[config.mk]
export PLATFORM = sky130hd
export DESIGN_NAME = kplic
export DESIGN_NICKNAME = d
export VERILOG_FILES = /design/src/rtl/kplic_pkg.sv /design/src/rtl/kplic_gateway.sv /design/src/rtl/kplic.sv
export SDC_FILE = /design/constraint.sdc
export NUM_CORES = 1
export LEC_CHECK = 0
export CAP_MARGIN = 20
export CORE_MARGIN = 5
export CORE_UTILIZATION = 52
export DETAILED_ROUTE_END_ITERATION = 10
export DONT_BUFFER_PORTS = 1
export PLACE_DENSITY = 0.76
export SKIP_LAST_GASP = 1
export SYNTH_ARGS = -nofsm -noshare
export SYNTH_HDL_FRONTEND = slang
export SYNTH_SLANG_ARGS = --single-unit
export TNS_END_PERCENT = 10
[constraint.sdc]
create_clock -name cpu_clk -period 13.1 [get_ports cpu_clk]
set_input_delay 1.965 -clock cpu_clk [delete_from_list [all_inputs] [get_ports cpu_clk]]
set_output_delay 1.965 -clock cpu_clk [all_outputs]
set_load 0.05 [all_outputs]
[src/rtl/kplic_pkg.sv]
// kplic_pkg: shared definitions for the platform-level interrupt controller.
//   - register byte offsets of the memory-mapped register port
//   - gateway FSM state encoding
//   - ID width (IDs 1..15, 0 = "no interrupt")
package kplic_pkg;

    localparam int ID_W = 4;

    localparam logic [7:0] KPLIC_PRIO_BASE = 8'h00;  // priority[i] at base + 4*i
    localparam logic [7:0] KPLIC_PENDING   = 8'h40;
    localparam logic [7:0] KPLIC_ENABLE    = 8'h44;
    localparam logic [7:0] KPLIC_THRESHOLD = 8'h48;
    localparam logic [7:0] KPLIC_CLAIM     = 8'h4C;
    localparam logic [7:0] KPLIC_TYPE      = 8'h50;

    typedef enum logic [1:0] {
        GW_IDLE = 2'd0,
        GW_PEND = 2'd1,
        GW_SERV = 2'd2
    } gw_state_t;

endpackage

[src/rtl/kplic_gateway.sv]
// kplic_gateway: per-source interrupt gateway.
// Synchronizes the raw request, detects rising edges and runs the
// IDLE -> PEND -> SERV -> IDLE handshake driven by claim/complete.
// Ports:
//   clk, rst   : clock, synchronous active-high reset
//   src        : raw asynchronous source request
//   type_edge  : 1 = rising-edge triggered, 0 = level triggered
//   claim      : this source is being claimed this cycle
//   complete   : software completes this source this cycle
//   pending    : gateway is in PEND
import kplic_pkg::*;

module kplic_gateway (
    input  logic clk,
    input  logic rst,
    input  logic src,
    input  logic type_edge,
    input  logic claim,
    input  logic complete,
    output logic pending
);

    gw_state_t state;
    logic      sync1, sync2, sync3;
    logic      edge_hold;
    logic      rise;

    // sync3 is only the edge-detect history; the level seen by the FSM is sync2.
    assign rise    = sync2 & ~sync3;
    assign pending = (state == GW_PEND);

    always_ff @(posedge clk) begin
        if (rst) begin
            state     <= GW_IDLE;
            sync1     <= 1'b0;
            sync2     <= 1'b0;
            sync3     <= 1'b0;
            edge_hold <= 1'b0;
        end else begin
            sync1 <= src;
            sync2 <= sync1;
            sync3 <= sync2;
            case (state)
                GW_IDLE: begin
                    // An edge held over from the last service wins; any new
                    // edge arriving now is merged into it.
                    if (edge_hold) begin
                        state     <= GW_PEND;
                        edge_hold <= 1'b0;
                    end else if (type_edge ? rise : sync2) begin
                        state <= GW_PEND;
                    end
                end
                GW_PEND: begin
                    if (claim)
                        state <= GW_SERV;
                    if (type_edge && rise)
                        edge_hold <= 1'b1;
                end
                GW_SERV: begin
                    if (complete)
                        state <= GW_IDLE;
                    if (type_edge && rise)
                        edge_hold <= 1'b1;
                end
                default: state <= GW_IDLE;
            endcase
        end
    end

endmodule

[src/rtl/kplic.sv]
// kplic: platform-level interrupt controller.
// Merges SRC_NUM sources into one registered request kplic_int.
// Holds priority/enable/threshold/type registers, the arbiter and the
// register read mux; per-source handshake lives in kplic_gateway.
// Ports:
//   cpu_clk, cpu_rst          : clock, synchronous active-high reset
//   src_int[SRC_NUM]          : raw source requests, bit i-1 = ID i
//   reg_sel/reg_wr/reg_addr/reg_wdata : register access (write when reg_wr)
//   reg_rdata, reg_rdata_vld  : registered read data, one-cycle valid
//   kplic_int                 : registered interrupt request
import kplic_pkg::*;

module kplic #(
    parameter int SRC_NUM = 8,
    parameter int PRIO_W  = 3
) (
    input  logic               cpu_clk,
    input  logic               cpu_rst,
    input  logic [SRC_NUM-1:0] src_int,
    input  logic               reg_sel,
    input  logic               reg_wr,
    input  logic [7:0]         reg_addr,
    input  logic [31:0]        reg_wdata,
    output logic [31:0]        reg_rdata,
    output logic               reg_rdata_vld,
    output logic               kplic_int
);

    logic [SRC_NUM:1][PRIO_W-1:0] prio;
    logic [SRC_NUM:1]             enable;
    logic [SRC_NUM:1]             src_type;
    logic [SRC_NUM:1]             pending;
    logic [SRC_NUM:1]             claim_vec;
    logic [SRC_NUM:1]             complete_vec;
    logic [PRIO_W-1:0]            threshold;
    logic [ID_W-1:0]              best_id;
    logic [PRIO_W-1:0]            best_prio;
    logic [31:0]                  rd_next;
    logic                         rd_req, wr_req;
    logic                         claim_fire, complete_fire;

    assign rd_req        = reg_sel & ~reg_wr;
    assign wr_req        = reg_sel &  reg_wr;
    assign claim_fire    = rd_req && (reg_addr == KPLIC_CLAIM);
    assign complete_fire = wr_req && (reg_addr == KPLIC_CLAIM);

    // Gateways. Claim only reaches the current winner, so a claim with
    // best_id == 0 touches nothing. Complete requires an exact ID match.
    for (genvar g = 1; g <= SRC_NUM; g++) begin : g_gw
        assign claim_vec[g]    = claim_fire && (best_id == ID_W'(g));
        assign complete_vec[g] = complete_fire && (reg_wdata == 32'(g));

        kplic_gateway u_gw (
            .clk       (cpu_clk),
            .rst       (cpu_rst),
            .src       (src_int[g-1]),
            .type_edge (src_type[g]),
            .claim     (claim_vec[g]),
            .complete  (complete_vec[g]),
            .pending   (pending[g])
        );
    end

    // Arbiter: scan from the highest ID down with >= so that on equal
    // priority the lowest ID is the last one to win.
    always_comb begin
        best_id   = '0;
        best_prio = '0;
        for (int i = SRC_NUM; i >= 1; i--) begin
            if (pending[i] && enable[i] && (prio[i] > threshold) &&
                ((best_id == '0) || (prio[i] >= best_prio))) begin
                best_id   = ID_W'(i);
                best_prio = prio[i];
            end
        end
    end

    // Configuration registers.
    always_ff @(posedge cpu_clk) begin
        if (cpu_rst) begin
            prio      <= '0;
            enable    <= '0;
            src_type  <= '0;
            threshold <= '0;
        end else if (wr_req) begin
            case (reg_addr)
                KPLIC_ENABLE:    enable    <= reg_wdata[SRC_NUM:1];
                KPLIC_THRESHOLD: threshold <= reg_wdata[PRIO_W-1:0];
                KPLIC_TYPE:      src_type  <= reg_wdata[SRC_NUM:1];
                default: begin
                    for (int i = 1; i <= SRC_NUM; i++)
                        if (reg_addr == KPLIC_PRIO_BASE + 8'(4 * i))
                            prio[i] <= reg_wdata[PRIO_W-1:0];
                end
            endcase
        end
    end

    // Read mux; unmapped addresses (including 0x00) read as zero.
    always_comb begin
        rd_next = '0;
        case (reg_addr)
            KPLIC_PENDING:   rd_next[SRC_NUM:1]  = pending;
            KPLIC_ENABLE:    rd_next[SRC_NUM:1]  = enable;
            KPLIC_THRESHOLD: rd_next[PRIO_W-1:0] = threshold;
            KPLIC_CLAIM:     rd_next[ID_W-1:0]   = best_id;
            KPLIC_TYPE:      rd_next[SRC_NUM:1]  = src_type;
            default: begin
                for (int i = 1; i <= SRC_NUM; i++)
                    if (reg_addr == KPLIC_PRIO_BASE + 8'(4 * i))
                        rd_next[PRIO_W-1:0] = prio[i];
            end
        endcase
    end

    // Registered outputs. A read issued in a reset cycle never produces
    // a valid response.
    always_ff @(posedge cpu_clk) begin
        if (cpu_rst) begin
            reg_rdata     <= '0;
            reg_rdata_vld <= 1'b0;
            kplic_int     <= 1'b0;
        end else begin
            reg_rdata_vld <= rd_req;
            if (rd_req)
                reg_rdata <= rd_next;
            kplic_int <= (best_id != '0);
        end
    end

endmodule
* Word-level counts from Yosys, hierarchy flattened
Cells that the tools add are included.
Word-level totals: register bits 102, bits of input ports 52, output and inout port bits 34, logic and storage cells 374
Cells by class: reduce and logical (&&, ||, !) cells 117, equality and inequality tests 77, bitwise gates (word level) 20, muxes and demuxes 91, $lt $le $gt $ge 15
Operator list (count):
- 32-bit by 3-bit equality test with 1-bit output, second input constant | 4
- 32-bit by 2-bit equality test with 1-bit output, second input constant | 2
- 2-bit two-way mux | 32
- 1-bit logical AND | 49
- 2-bit by 1-bit inequality test with 1-bit output, second input constant | 24
- 2-bit one-hot mux with 3 select lines | 8
- 3-bit AND reduction | 16
- 3-bit two-way mux | 15
- 8-bit by 7-bit equality test with 1-bit output, second input constant | 5
- 32-bit by 1-bit equality test with 1-bit output, second input constant | 1
- 32-bit by 4-bit equality test with 1-bit output, second input constant | 1
- 8-bit by 5-bit equality test with 1-bit output, second input constant | 4
- 4-bit two-way mux | 8
- 4-bit zero test | 7
- 3-bit greater-than comparator | 8
- 3-bit by 1-bit inequality test with 1-bit output, second input constant | 8
- 2-bit AND reduction | 11
- 3-bit >= comparator | 7
- 2-bit by 1-bit equality test with 1-bit output, second input constant | 8
- 2-bit equality test, second input constant | 8
- 4-bit by 3-bit equality test with 1-bit output, second input constant | 4
- 8-bit by 4-bit equality test with 1-bit output, second input constant | 2
- 2-bit zero test | 8
- 1-bit two-way mux | 16
- 17 further kinds | 64

* Depth between registers and ports, before layout
Gate-level depths: netlist of run 1.
depth in word-level cells 36, depth in mapped cells 60

* Modules after synthesis
From an unflattened synthesis of run 1, not the netlist that was laid out.
Second synthesis, totals: cells, all modules 781, area, all modules 6651.4 µm²
By module, submodules not included:
- kplic | area each 4369.2 µm², cells an instance 549, sequential area each 1081.0 µm², instances 1
- kplic_gateway | area each 285.3 µm², cells an instance 29, sequential area each 120.1 µm², instances 8

* Worst setup path before layout of run 1
No wires, ideal clock.
path kind register -> register, start point reg threshold[1], end point reg g_gw[8].u_gw.state[0], arrival 12683 ps, library setup time 132 ps, required time 12968 ps, period minus slack after synthesis 12815 ps, buffers on the path 2, cell stages (with the launch flop) 60, slack 285 ps, cell sequence dfxtp_1 > inv_1 > ha_1 > nor2b_1 > o311ai_1 > or2_2 > nor2_1 > ha_1 > nand2b_1 > a21o_1 > a211o_1 > and2_1 > mux2_2 > ha_1 > nand2b_1 > a21o_1 > a21oi_1 > a21o_1 > (+24 left out) > mux2_2 > ha_1 > nand2b_1 > a21o_1 > a21oi_1 > o2bb2ai_1 > inv_1 > mux2_2 > ha_1 > nand2b_1 > a21o_1 > a21oi_1 > nor2_1 > a211o_1 > or4b_2 > o31ai_1 > a21o_1 > a21oi_1
Between the ends: longest elaborated chain between the ends 35
Ends and longest elaborated chain:
- start, declared | line kplic.sv:35 | logic [PRIO_W-1:0] threshold;
- start signal, assigned | line kplic.sv:88 | KPLIC_THRESHOLD: threshold <= reg_wdata[PRIO_W-1:0];
- 3-bit greater-than comparator | line kplic.sv:70 | if (pending[i] && enable[i] && (prio[i] > threshold) &&
- 1-bit logical AND | line kplic.sv:70
- 3-bit two-way mux / 4-bit two-way mux (equally long branches) | line kplic.sv:70
- 3-bit >= comparator / 4-bit zero test (equally long branches) | line kplic.sv:71 | ((best_id == '0) || (prio[i] >= best_prio))) begin
- 1-bit logical OR | line kplic.sv:71
- 1-bit logical AND | line kplic.sv:70
- 3-bit two-way mux / 4-bit two-way mux (equally long branches) | line kplic.sv:70
- 3-bit >= comparator / 4-bit zero test (equally long branches) | line kplic.sv:71
- (+19 left out)
- 3-bit >= comparator / 4-bit zero test (equally long branches) | line kplic.sv:71
- 1-bit logical OR | line kplic.sv:71
- 1-bit logical AND | line kplic.sv:70
- 4-bit two-way mux (*) | line kplic.sv:70
- 4-bit equality test (*) | line kplic.sv:50 | assign claim_vec[g] = claim_fire && (best_id == ID_W'(g));
- 1-bit logical AND (*) | line kplic.sv:50
- 2-bit by 1-bit inequality test with 1-bit output (no line) (*)
- 3-bit AND reduction (no line) (*)
- end signal, assigned | line kplic_gateway.sv:56 | state <= GW_SERV;
- end signal, assigned | line kplic_gateway.sv:62 | state <= GW_IDLE;
- end signal, assigned | line kplic_gateway.sv:66 | default: state <= GW_IDLE;
- end, declared | line kplic_gateway.sv:23 | gw_state_t state;
Mark *: on every way between the ends. The rest lies on a longest branch, timed or not. A chain may end at the register's enable or synchronous reset.

* Final worst setup path of run 1
start point reg threshold[1], end point reg g_gw[8].u_gw.state[1]
The elaborated chain is that of the path after synthesis.

==> results by group, run 1 <==
Hold path
  – Min-delay src: g_gw[6].u_gw.sync1$_SDFF_PP0_
  – Hold endpoint: g_gw[6].u_gw.sync2$_SDFF_PP0_
  – Cells on Worst Hold Path: 1
  – Type of the worst min-delay path: flip-flop to flip-flop

Timing
  – Max Slew Vio Count: 0
  – Achievable frequency: 0.0801 GHz
  – Final Critical Period: 12.49 ns
  – Final setup viols: 0
  – Final hold viol count: 0
  – RSZ-0062 raised after global routing: false
  – Period utilization: 95.3%
  – Slew headroom: 43.4%
  – WHS: 0.440 ns
  – Worst Max-Slew Pin Slew: 0.842 ns
  – Setup TNS: 0 ns
  – Final worst slack: 0.614 ns
  – Clk_skew: 0.00747 ns

Die
  – Starting Density: 53.0%
  – Die Width: 123 um
  – Core Rows: 41
  – DIE AREA: 15200 um^2
  – Die Y-Extent: 123 um
  – # IOs: 86
  – Placeable core area: 12600 um^2

Layout
  – Multi-input logic area: 4350 um^2
  – Number of diodes: 0
  – Reg area: 2040 um^2
  – Layout Utilization: 57.4%
  – Area grow syn2layout: 8.46%
  – Fin nets: 934
  – Layout Cells excl Fill: 983
  – Share of cells above drive strength 1: 7.52%
  – Layout fillers: 1176

Placed design
  – RePlAce Congestion: 0.987
  – Dpl hpwl: 13.5 mm
  – Post-placement cell count: 964
  – Buffers on Ports: 0
  – Pre-CTS setup slack: 0.0477 ns

Critical path
  – R2R cell count: 57
  – RR Endpoint: g_gw[8].u_gw.state[1]$_SDFFE_PP0P_
  – Flop-to-flop setup slack: 0.61 ns
  – Reg2reg start: threshold[1]$_SDFFE_PP0P_
  – Worst setup SP type: flip-flop
  – CP max FO: 7
  – Critical Path End Type: flip-flop
  – Slowest CP cell: or4b_2
  – WS Path Type: flip-flop to flip-flop
  – Slowest stage delay, CP: 0.71 ns
  – Required @ worst endpoint: 13.34 ns
  – WP data arrival: 12.73 ns

GRT
  – First-pass GRT wire length: 28.8 mm
  – Vias in the first global route: 5621
  – Total grt overflow: 0
  – Gr usage total: 24.3%
  – Initial antenna violation count: 1
  – Largest net degree at the start of global routing: 111

Yosys
  – Synth Warn #: 0
  – Fraction of the mapped netlist area in adder cells: 14.0%
  – XOR/XNOR Fraction of Synth Area: 0%
  – Syn Area/Cell: 8.31 um^2
  – Synth Area in Simple Gates: 23.8%
  – #FFs+latches synth: 102
  – Mux contribution to synthesized area: 6.40%
  – Main combinational cell family by area after synthesis: simple AND/OR/NAND/NOR gates
  – Synth Area in Compound Gates: 18.8%
  – Fraction of registers with async set/reset: 0%
  – Synth Instances: 804
  – Number of enable flip-flop cells after synthesis: 0
  – Ys flop type: dfxtp_1
  – Synth cell types: 67
  – Sequential fraction of the synthesis area: 30.6%
  – Cell Area, Synth: 6680 um^2

CTS
  – Reg clk slew, reported paths: 0.07 ns
  – Clock sink count: 102
  – Max H-tree Level: 3
  – Hold_buf cts: 0
  – TritonCTS Buffers: 9
  – CTS root buf: clkbuf_16
  – Clock latency on the worst-skew pair: 0.35 ns
  – CTS tree: yes
  – Max clock buf depth: 2

Pwr
  – Pwr/cell area: 115 nW/um^2
  – Max VDD drop: 0.0000906 V
  – P_sw: 0.249 mW
  – Clock power share: 36.9%
  – Combinational share of power: 21.6%
  – Sw frac: 29.9%
  – Sequential share of power: 41.6%
  – Pleak: 2.86 nW
  – Int Power: 0.582 mW

Route
  – DRC: 0
  – First-pass iteration count of the detailed router: 5
  – Post-route ant nets: 0
  – WL final: 18.2 mm
  – Post-DR wirelength/cell: 18.5 um
  – Starting DRT DRC Count: 468
  – Vias: 5972
  – Vias per cell: 6.08

Run status
  – Status: finished, final reports clean

Run
  – Max-cap viol count: 0
placed cells by master, fill, tap and decap left out, types with 8 or more instances in the layout:
cell type  count
dfxtp_1      102
nor2_1        75
ha_1          75
nand2_1       62
a21oi_1       53
inv_1         40
nor2b_1       37
mux2i_1       36
nand3_1       33
o21ai_0       30
conb_1        23
nand2b_1      20
buf_4         20
a22oi_1       15
a21o_1        13
nor4_1        12
nor3_1         9
or3_1          9
clkbuf_16      9
or4_1          8
nand4b_1       8
worst max-delay path by stage:
stage / end / startpoint / slack, ns / depth (start not counted)
floorplan: g_gw[8].u_gw.state[0]$_SDFFE_PP0P_ / threshold[1]$_SDFFE_PP0P_ / 0.28 / 59
global route: g_gw[8].u_gw.state[0]$_SDFFE_PP0P_ / threshold[1]$_SDFFE_PP0P_ / 0.01 / 57
finish: g_gw[8].u_gw.state[1]$_SDFFE_PP0P_ / threshold[1]$_SDFFE_PP0P_ / 0.61 / 57
CTS: g_gw[8].u_gw.state[1]$_SDFFE_PP0P_ / threshold[1]$_SDFFE_PP0P_ / 0.11 / 57
detailed placement: g_gw[8].u_gw.state[1]$_SDFFE_PP0P_ / threshold[1]$_SDFFE_PP0P_ / 0.05 / 57
global placement: g_gw[8].u_gw.state[0]$_SDFFE_PP0P_ / threshold[1]$_SDFFE_PP0P_ / 0.40 / 57
logic make-up after synthesis:
| family | Yosys count |
|---|---|
| simple gates | 306 |
| compound gates | 187 |
| flops | 102 |
| buf+inv | 91 |
| fa+ha+maj | 75 |
| mux | 42 |
| other cells | 1 |
critical path: cells and delay by family (launching register included):
| kind | cells | cell delay [ns] |
|---|---|---|
| AND/OR/NAND/NOR | 16 | 3.12 |
| multiplexers | 6 | 2.01 |
| buffers and inverters | 2 | 0.17 |
| flip-flops | 1 | 0.35 |
| AO/OA/AOI/OAI | 25 | 4.58 |
| adder cells (fa/ha/maj) | 8 | 2.12 |
power by group through the flow:
stage               Clock (mW)  Combinational (mW)  Sequential (mW)
CTS                      0.310               0.176            0.345
detailed placement           0               0.172            0.352
finish                   0.306               0.179            0.346
global route             0.320               0.200            0.348
floorplan                    0               0.146            0.349
global placement             0               0.169            0.352
cell type report:
| type | count | area share, % |
|---|---|---|
| Multi-Input combinational cell | 633 | 60.0 |
| Sequential cell | 102 | 28.2 |
| Clock buffer | 10 | 3.16 |
| Tap cell | 172 | 2.97 |
| Inverter | 41 | 2.12 |
| Timing Repair Buffer | 20 | 2.07 |
| Clock inverter | 5 | 1.47 |
per-stage QoR:
stage	area, um^2	power [mW]
after floorplan	6770	0.495
after CTS	7180	0.830
after global routing	7250	0.868
after global placement	6840	0.521
after detailed placement	6840	0.525
final	7250	0.831
what timing repair did:
action                     4_1_cts  5_1_grt
cloned                           0        0
pin swaps                        0        1
setup endpoints to repair        2       13
buffers inserted                 0        4
gates resized for setup          1       11
registers in the layout, indices dropped and copies added (netlist names), 3 cells and up:
name                 flops
src_type                 8
prio                    24
g_gw.u_gw.state         16
g_gw.u_gw.sync3          8
threshold                3
g_gw.u_gw.edge_hold      8
enable                   8
reg_rdata                9
g_gw.u_gw.sync1          8
g_gw.u_gw.sync2          8
per-layer routing:
metal  track usage (%)  vias to the layer above  wire length [um]
li1                  -                     2863                 -
met1              31.5                     2795              7830
met3              4.67                       47              1520
met4              9.90                        2               607
met5                 0                        -                13
met2              39.8                      265              8230
synth_stat cells (all sizes together) (3+ instances only):
master	n	area, um^2
nand4b	8	70.1
dfxtp	102	2040
o2111ai	3	26.3
and3	4	25.0
inv	41	154
a21boi	5	37.5
a221oi	6	52.6
a22o	4	35.0
or2	4	25.0
o311ai	7	61.3
o211ai	4	30.0
nor2b	38	238
mux2	6	67.6
and2	5	31.3
o21a	6	45.0
or3	9	56.3
nand3b	5	37.5
nor4	15	106
nand3	33	165
ha	75	938
nand2	62	233
clkbuf	25	93.8
mux2i	36	360
nand2b	20	125
o21ai	31	155
or4	8	60.1
o22ai	3	18.8
a21oi	56	280
a21o	13	97.6
buf	25	183
a211oi	4	30.0
nor2	75	282
o31ai	6	45.0
nor3	10	50.1
a22oi	15	113
Note: power is estimated with default switching activity, not from simulation.
==> run 2: changes to the inputs <==
--- a/config.mk
+++ b/config.mk
@@ -6,6 +6,7 @@
 export NUM_CORES = 1
 export LEC_CHECK = 0
 export CAP_MARGIN = 20
+export CORE_ASPECT_RATIO = 1.5
 export CORE_MARGIN = 5
 export CORE_UTILIZATION = 52
 export DETAILED_ROUTE_END_ITERATION = 10
==> run 2 against run 1 <==
Net effect:
- design area is 0.48% lower
- combinational power about the same
- first-iteration DRC count decreased by 7.5%
- clock skew grew 0.0025 ns
- clock power fell by 9.2%
- non-clock buffer count did not move
==> results by group, run 2 (synthesis gave the netlist of run 1 again) <==
Timing
  – Slew headroom: 42.5% (-0.91 points)
  – Setup TNS: 0 ns (unchanged)
  – Final Critical Period: 12.53 ns (+0.0457 ns)
  – Final setup viols: 0 (unchanged)
  – Worst Max-Slew Pin Slew: 0.855 ns (+0.0136 ns)
  – WHS: 0.440 ns (-0.000608 ns)
  – Period utilization: 95.7% (+0.35 points)
  – Achievable frequency: 0.0798 GHz (-0.36%)
  – Final hold viol count: 0 (unchanged)
  – Clk_skew: 0.00997 ns (+0.00249 ns)
  – Max Slew Vio Count: 0 (unchanged)
  – Final worst slack: 0.569 ns (-0.0457 ns)

GRT
  – Vias in the first global route: 5811 (+3.4%)
  – Largest net degree at the start of global routing: 111 (unchanged)
  – Gr usage total: 24.2% (-0.13 points)
  – Initial antenna violation count: 0 (-1)
  – First-pass GRT wire length: 29.0 mm (+0.62%)
  – Total grt overflow: 0 (unchanged)

Pwr
  – Pwr/cell area: 111 nW/um^2 (-3.3%)
  – P_sw: 0.267 mW (+7.3%)
  – Clock power share: 34.8% (-2.1 points)
  – Sequential share of power: 43.1% (+1.5 points)
  – Max VDD drop: 0.0000810 V (-11%)
  – Pleak: 2.84 nW (-0.45%)
  – Int Power: 0.533 mW (-8.5%)
  – Combinational share of power: 22.1% (+0.5 points)
  – Sw frac: 33.4% (+3.5 points)

Route
  – Max layer used: met4
  – First-pass iteration count of the detailed router: 5 (unchanged)
  – Post-route ant nets: 0 (unchanged)
  – Met3 wire len: 1.52 mm (about the same)
  – Starting DRT DRC Count: 433 (-7.5%)
  – DRC: 0 (unchanged)
  – Vias: 6008 (+0.60%)
  – WL final: 18.1 mm (-0.66%)
  – WL met1: 6.65 mm (-15%)
  – Post-DR wirelength/cell: 18.7 um (+0.87%)
  – Routed wl met2: 8.93 mm (+8.4%)
  – Vias per cell: 6.21 (+2.2%)

Die
  – # IOs: 86 (unchanged)
  – Die Width: 103 um (-17%)
  – Starting Density: 53.2% (+0.19 points)
  – Core Rows: 50 (+22%)
  – Die Y-Extent: 149 um (+21%)
  – Placeable core area: 12600 um^2 (-0.36%)
  – DIE AREA: 15300 um^2 (+0.31%)

Layout
  – Layout fillers: 1171 (-0.43%)
  – Largest regs: prio x24, g_gw.u_gw.state x16, reg_rdata x9
  – Multi-input logic area: 4360 um^2 (+0.26%)
  – Commonest non-fill, non-tap cell in the layout: dfxtp_1
  – Largest reg by FF count: prio
  – Commonest cells after routing, fill and taps aside: dfxtp_1, nor2_1, ha_1
  – Layout Utilization: 57.4% (-0.073 points)
  – Max reg flops: 24 (unchanged)
  – Area grow syn2layout: 7.94%
  – Number of diodes: 0 (unchanged)
  – Fin nets: 934 (unchanged)
  – Share of cells above drive strength 1: 8.00% (+0.48 points)
  – Reg area: 2040 um^2 (unchanged)

CTS
  – CTS tree: yes
  – Hold_buf cts: 0 (unchanged)
  – Clock latency on the worst-skew pair: 0.36 ns (about the same)
  – Max H-tree Level: 3 (unchanged)
  – Clock sink count: 102 (unchanged)
  – TritonCTS Buffers: 9 (unchanged)
  – Max clock buf depth: 2 (unchanged)
  – Reg clk slew, reported paths: 0.08 ns (about the same)
  – CTS root buf: clkbuf_16

Run
  – Max-cap viol count: 0 (unchanged)

Placed design
  – Buffers on Ports: 0 (unchanged)
  – Pre-CTS setup slack: 0.123 ns (+0.0748 ns)
  – RePlAce Congestion: 0.990 (+0.33%)
  – Dpl hpwl: 13.6 mm (+0.95%)

Critical path
  – Required @ worst endpoint: 13.36 ns (+0.02 ns)
  – Worst setup SP type: flip-flop
  – Slowest stage delay, CP: 0.70 ns (about the same)
  – WS Path Type: flip-flop to flip-flop
  – WP data arrival: 12.79 ns (+0.06 ns)
  – Critical Path End Type: flip-flop
  – CP max FO: 7 (unchanged)
  – Slowest CP cell: or4b_2

Hold path
  – Type of the worst min-delay path: flip-flop to flip-flop

Run status
  – Status: finished, final reports clean
==> run 2: worst paths after layout <==
path                                       from                                 end  slack [ns]  cells after the start
setup / recovery      threshold[1]$_SDFFE_PP0P_  g_gw[8].u_gw.state[1]$_SDFFE_PP0P_        0.57                     57
hold / removal    g_gw[5].u_gw.sync1$_SDFF_PP0_       g_gw[5].u_gw.sync2$_SDFF_PP0_        0.44                      1
setup reg to reg      threshold[1]$_SDFFE_PP0P_  g_gw[8].u_gw.state[1]$_SDFFE_PP0P_        0.57                     57
hold reg to reg   g_gw[5].u_gw.sync1$_SDFF_PP0_       g_gw[5].u_gw.sync2$_SDFF_PP0_        0.44                      1
==> run 2: timing repair <==
item                                    in CTS  in global routing
pin swaps                                    0                  4
gates resized for setup                      1                 15
buffers inserted                             0                  6
endpoints found under the setup margin       2                 18
==> run 2: layer usage <==
layer / GRT usage [%] / vias to the layer above
met5: 0 / -
met4: 13.3 / 0
li1: - / 2862
met1: 28.4 / 2809
met3: 5.15 / 77
met2: 40.3 / 260
==> run 2: power by group through the flow <==
stage	logic (mW)	registers, mW	clock network, mW
final	0.177	0.345	0.278
after global routing	0.199	0.348	0.297
after CTS	0.174	0.345	0.283
after detailed placement	0.172	0.352	0
after global placement	0.169	0.352	0
after floorplan	0.146	0.349	0
==> run 2: worst max-delay path, delay by kind of cell, from the launching register on <==
kind	cells	cell delay, ns
AOI/OAI and AO/OA	25	4.83
adders and majority gates	8	2.19
buffers and inverters	2	0.20
DFF	1	0.36
muxes	6	1.99
and+or+nand+nor	16	2.85
==> run 2: layout make-up <==
type / count / share of cell area (%)
Clock inverter: 7 / 1.16
Inverter: 41 / 2.13
Sequential cell: 102 / 28.3
Clock buffer: 9 / 3.12
Tap cell: 156 / 2.71
Timing Repair Buffer: 20 / 2.08
Multi-Input combinational cell: 633 / 60.5
==> run 2: stage by stage <==
step	instances	area (um^2)	power, mW
after floorplan	826	6770	0.495
after global placement	946	6800	0.521
after detailed placement	946	6800	0.524
after CTS	962	7120	0.803
after global routing	968	7210	0.844
final	968	7210	0.800
==> run 3: changes to the inputs <==
--- a/config.mk
+++ b/config.mk
@@ -5,7 +5,7 @@
 export SDC_FILE = /design/constraint.sdc
 export NUM_CORES = 1
 export LEC_CHECK = 0
-export CAP_MARGIN = 20
+export CAP_MARGIN = 30
 export CORE_ASPECT_RATIO = 1.5
 export CORE_MARGIN = 5
 export CORE_UTILIZATION = 52
==> results of run 3 <==
Same layout as run 2: the final DEF is identical, and so are final timing and power.
